$ cat src/rtl/dut_vector_engine.sv
// dut_vector_engine: applies stimulus vectors to a DUT and waits for a cycle count or a trigger.
// Ports: clock/reset_n; sfifo_*/cfifo_* pop stimulus/commands; rfifo_* push records; mosi/miso pins; busy.
module dut_vector_engine #(
  parameter int STF_WIDTH   = 24,
  parameter int RTF_WIDTH   = 24,
  parameter int CYCLE_RANGE = 5,
  parameter int CMD_WIDTH   = 8
) (
  input  logic                           clock,
  input  logic                           reset_n,
  input  logic [STF_WIDTH+CYCLE_RANGE:0] sfifo_data,
  input  logic                           sfifo_rdempty,
  output logic                           sfifo_rdreq,
  input  logic [CMD_WIDTH+STF_WIDTH-1:0] cfifo_data,
  input  logic                           cfifo_rdempty,
  output logic                           cfifo_rdreq,
  output logic [RTF_WIDTH+CYCLE_RANGE:0] rfifo_data,
  output logic                           rfifo_wrreq,
  input  logic                           rfifo_wrfull,
  output logic [STF_WIDTH-1:0]           mosi_data,
  input  logic [RTF_WIDTH-1:0]           miso_data,
  output logic                           busy
);

  typedef enum logic [1:0] {
    IDLE,
    RUN,
    WRITE
  } state_t;

  localparam logic [CMD_WIDTH-1:0] OP_MUX  = CMD_WIDTH'(1);
  localparam logic [CMD_WIDTH-1:0] OP_MASK = CMD_WIDTH'(2);
  localparam logic [CMD_WIDTH-1:0] OP_VAL  = CMD_WIDTH'(3);
  localparam logic [CYCLE_RANGE-1:0] ONE   = CYCLE_RANGE'(1);

  state_t state;
  state_t state_next;

  logic [CMD_WIDTH-1:0]   opcode;
  logic [STF_WIDTH-1:0]   operand;
  logic                   st_mode;
  logic [CYCLE_RANGE-1:0] st_cycles;
  logic [STF_WIDTH-1:0]   st_vector;

  logic [STF_WIDTH-1:0]   vector_reg;
  logic [STF_WIDTH-1:0]   mux_config;
  logic [RTF_WIDTH-1:0]   trig_mask;
  logic [RTF_WIDTH-1:0]   trig_value;
  logic                   mode_reg;
  logic [CYCLE_RANGE-1:0] cycles_reg;
  logic [CYCLE_RANGE-1:0] counter;
  logic [CYCLE_RANGE-1:0] count_next;
  logic [RTF_WIDTH+CYCLE_RANGE:0] record;

  logic trig_hit;
  logic at_limit;
  logic capture;
  logic en;
  logic clock_gated;

  assign opcode    = cfifo_data[CMD_WIDTH+STF_WIDTH-1:STF_WIDTH];
  assign operand   = cfifo_data[STF_WIDTH-1:0];
  assign st_mode   = sfifo_data[0];
  assign st_cycles = sfifo_data[CYCLE_RANGE:1];
  assign st_vector = sfifo_data[STF_WIDTH+CYCLE_RANGE:CYCLE_RANGE+1];

  // The counter value seen during a RUN cycle is 1-based.
  assign count_next = counter + ONE;
  assign trig_hit   = (miso_data & trig_mask) == (trig_value & trig_mask);
  assign at_limit   = count_next == cycles_reg;
  assign capture    = (state == RUN) && (at_limit || (mode_reg && trig_hit));

  always_ff @(posedge clock or negedge reset_n) begin
    if (!reset_n) begin
      state <= IDLE;
    end else begin
      state <= state_next;
    end
  end

  always_comb begin
    state_next  = state;
    cfifo_rdreq = 1'b0;
    sfifo_rdreq = 1'b0;
    rfifo_wrreq = 1'b0;
    unique case (state)
      IDLE: begin
        if (!cfifo_rdempty) begin
          cfifo_rdreq = 1'b1;
        end else if (!sfifo_rdempty) begin
          sfifo_rdreq = 1'b1;
          state_next  = RUN;
        end
      end
      RUN: begin
        if (capture) begin
          state_next = WRITE;
        end
      end
      WRITE: begin
        if (!rfifo_wrfull) begin
          rfifo_wrreq = 1'b1;
          state_next  = IDLE;
        end
      end
      default: state_next = IDLE;
    endcase
  end

  always_ff @(posedge clock or negedge reset_n) begin
    if (!reset_n) begin
      vector_reg <= '0;
      mux_config <= '0;
      trig_mask  <= '0;
      trig_value <= '0;
      mode_reg   <= 1'b0;
      cycles_reg <= ONE;
      counter    <= '0;
      record     <= '0;
    end else begin
      if (cfifo_rdreq) begin
        case (opcode)
          OP_MUX:  mux_config <= operand;
          OP_MASK: trig_mask  <= operand[RTF_WIDTH-1:0];
          OP_VAL:  trig_value <= operand[RTF_WIDTH-1:0];
          default: ;
        endcase
      end
      if (sfifo_rdreq) begin
        vector_reg <= st_vector;
        mode_reg   <= st_mode;
        // Zero cycles behaves as one, so the counter cannot wrap.
        cycles_reg <= (st_cycles == '0) ? ONE : st_cycles;
        counter    <= '0;
      end
      if (state == RUN) begin
        counter <= count_next;
        if (capture) begin
          // A trigger match wins over reaching the limit.
          record <= {mode_reg & ~trig_hit, count_next, miso_data};
        end
      end
    end
  end

  // Loaded on the falling edge so the gated clock never glitches.
  always_ff @(negedge clock or negedge reset_n) begin
    if (!reset_n) begin
      en <= 1'b1;
    end else begin
      en <= !((state == WRITE) && rfifo_wrfull);
    end
  end

  assign clock_gated = clock & en;
  assign mosi_data   = (mux_config & {STF_WIDTH{clock_gated}})
                     | (vector_reg & ~mux_config);
  assign rfifo_data  = record;
  assign busy        = state != IDLE;

endmodule

$ cat config.mk
export PLATFORM = sky130hd
export DESIGN_NAME = dut_vector_engine
export DESIGN_NICKNAME = d
export VERILOG_FILES = /design/src/rtl/dut_vector_engine.sv
export SDC_FILE = /design/constraint.sdc
export NUM_CORES = 1
export LEC_CHECK = 0
export BUFFER_PORTS_ARGS = -buffer_cell sky130_fd_sc_hd__clkbuf_2
export CAP_MARGIN = 20
export CORE_MARGIN = 5
export CORE_UTILIZATION = 30
export DETAILED_ROUTE_END_ITERATION = 8
export GPL_TIMING_DRIVEN = 0
export PLACE_DENSITY_LB_ADDON = 0.15
export SLEW_MARGIN = 20
export SYNTH_ARGS = -nofsm -noshare
export SYNTH_HDL_FRONTEND = slang
export SYNTH_SLANG_ARGS = --single-unit
$ cat constraint.sdc
create_clock -name clock -period 2.5 [get_ports clock]
set_input_delay 0 -clock clock [delete_from_list [all_inputs] [get_ports clock]]
set_output_delay 0 -clock clock [all_outputs]
set_load 0.05 [all_outputs]
==> impl_metrics.toml <==
[routing]
ant_nets = 0
route.detailed.drc = 0
dr.first_iter.drc_count = 78
wl_per_cell_um = 17.8
vias = 4290
dr.pass1.iters = 4
drt-total-wl_um = 17000
viasPerCell = 4.48

[die]
dieWidth_um = 153
start_util = 0.304
die_y_um = 153
die_area_mm2 = 0.0234
core_mm2 = 0.0202
io_pins = 149
num_rows = 52

[worst_setup_path]
r2r-start = "counter[0]$_DFFE_PN0P_"
crit_fanout = 6
rrSetupSlack_ps = 140
crit_top_cell = "clkbuf_16"
cp_data_arrival_time_ps = 3300
r2r.worst_path.cells = 8
critPathSlowestCell = "dfstp_2"
required_ps = 2500
criticalPathCategory = "flop to output port"
cp_slowest_stage_delay_ps = 550
r2r_end = "rfifo_data[15]$_DFFE_PN0P_"
start_kind = "flop"
cp-end-kind = "output port"
path_cells = "and2_4 -> clkbuf_16 -> clkbuf_16 -> clkbuf_16 -> mux2_4 -> clkbuf_16"

[logic_synthesis]
netlist.area_leader.share = 0.564
synth_area_mm2 = 0.00612
synth_sequential_area_ratio = 0.573
syn_avg_cell_area_um2 = 14.9
yosysWarnings = 0
syn_nets = 502
synth_cell_types = 37
synthTopCellsByArea = "dfrtp_1, mux2_2, mux2_4, xor2_1, a22oi_1"
synth_top_cell_by_area = "dfrtp_1"
syn_inst = 410
synth-seq-cells = 140
postSynth.asyncResetShare = 1.00
synth_enable_flop_cells = 0
synth_ff_type = "dfrtp_1"

[sta]
hold_viol = 0
skew_ps = 42.3
worstMarginPinSlew_ps = 601
rsz0062_at_grt = "yes"
hold_slack_ps = 43.4
slew_violations = 0
relSlewSlack = 0.599
setup_viol = 25
postLayoutSetupSlackWorst_ps = -796

[finish]
area_growth_pct = 55.5
seqCellArea_mm2 = 0.00351
largest_register_ff_count = 30
mostFrequentLayoutCells = "dfrtp_1, clkbuf_2, mux2_2"
finalNetCount = 765
n_antenna_cell = 0
drive_gt1_frac = 0.533
layout.cells.most_common = "dfrtp_1"
fin_util = 0.472
multi_input_area_mm2 = 0.00261
n_fill_cell = 1844

[placed_design]
dp_hpwl_um = 11200
globalplace.congestion = 0.690
dp_slack_ps = -74.9
numPortBuffers = 148

[global_route]
first_global_vias = 5184
grt_first_pass_wirelength_um = 27300
grt_usage = 0.153
antenna_found_initial = 0
grt_start_max_net_pins = 73
grt.overflow.total = 0

[cts]
clkTransAtPathRegs_ps = 60
insertion_delay_ps = 570
cts_tree = "built"

[power]
power_leakage_nw = 4.74
vdd_drop_max_v = 0.000812
switchingPower_mw = 4.42
p_sw_frac = 0.369
combinationalPowerShare = 0.237
pwr-share-seq = 0.269
p_per_area_mw_per_mm2 = 1260
clockPowerShare = 0.494
intPower_mw = 7.57

[status]
outcome = "complete, but fails checks"
violations = "negative setup slack"

[run]
drv_cap = 0

[min_path]
hold_class = "input port to async pin"
cell families (layout without fill, tap and decap cells):
kind of cell,count (synthesis),count (layout),synth area share
AND/OR/NAND/NOR,40,40,0.0384
buffers and inverters,21,298,0.0194
XOR/XNOR,32,32,0.0458
AO/OA/AOI/OAI,22,22,0.0239
multiplexers,154,154,0.298
adder cells (fa/ha/maj),1,1,0.00204
flip-flops,140,140,0.573
final cells by class:
| cell class | count | area share |
|---|---|---|
| Timing Repair Buffer | 209 | 0.157 |
| Inverter | 5 | 0.00197 |
| Clock inverter | 13 | 0.0159 |
| Buffer | 15 | 0.0139 |
| Tap cell | 270 | 0.0355 |
| Multi-Input combinational cell | 249 | 0.274 |
| Clock buffer | 56 | 0.134 |
| Sequential cell | 140 | 0.368 |
stage by stage:
step	setup TNS [ps]	power [mW]	cell area, µm²	cells
after floorplan	0	6.41	6130	410
after global placement	-140240	7.18	7210	828
after detailed placement	-1500	7.24	7240	829
after CTS	-19710	12.2	9500	957
after global routing	-20180	12.6	9520	957
final	-17820	12.0	9520	957
layer usage:
| layer | global-route usage | vias to the layer above | wire, µm |
|---|---|---|---|
| met3 | 0.0834 | 54 | 1450 |
| met4 | 0.0984 | 0 | 587 |
| met5 | 0 | - | 0 |
| met1 | 0.182 | 2077 | 7310 |
| met2 | 0.213 | 173 | 7660 |
| li1 | - | 1986 | - |
Yosys cell counts, types with 4 or more instances:
| library cell | instances |
|---|---|
| mux2_4 | 25 |
| dfrtp_1 | 138 |
| inv_1 | 6 |
| xor2_1 | 28 |
| a22oi_1 | 12 |
| nor2_1 | 7 |
| mux2_2 | 125 |
| o21ai_0 | 7 |
| mux2i_1 | 4 |
| xnor2_1 | 4 |
| buf_2 | 8 |
| nand2_1 | 8 |
worst max-delay path by stage:
stage	startpoint	to	slack (ps)
final	en$_DFF_NN1_	mosi_data[17]	-800
after floorplan	en$_DFF_NN1_	mosi_data[0]	9
after global placement	reset_n	en$_DFF_NN1_	-1290
after CTS	en$_DFF_NN1_	mosi_data[17]	-870
after global routing	en$_DFF_NN1_	mosi_data[17]	-880
after detailed placement	en$_DFF_NN1_	mosi_data[0]	-70
critical path, delay by kind of cell, from the launching register on:
family                 cells  cell delay [ps]
and+or+nand+nor            1              190
muxes                      1              160
DFF                        1              550
buffers and inverters      4              570
power groups by stage:
stage / sequential (mW) / clock (mW) / combinational [mW]
2_1_floorplan: 4.01 / 1.12 / 1.28
3_3_place_gp: 3.22 / 1.22 / 2.74
3_5_place_dp: 3.24 / 1.22 / 2.77
4_1_cts: 3.22 / 6.07 / 2.89
5_1_grt: 3.31 / 6.25 / 3.03
6_report: 3.22 / 5.92 / 2.85
what timing repair did:
action	in CTS	in global routing
hold buffers	84	0
resized for setup	103	6
setup buffers	3	1
gates cloned	0	0
pin swaps	1	2
setup endpoints to repair	25	45
hold endpoints to repair	266	0
Note: power is estimated with default switching activity, not from simulation.
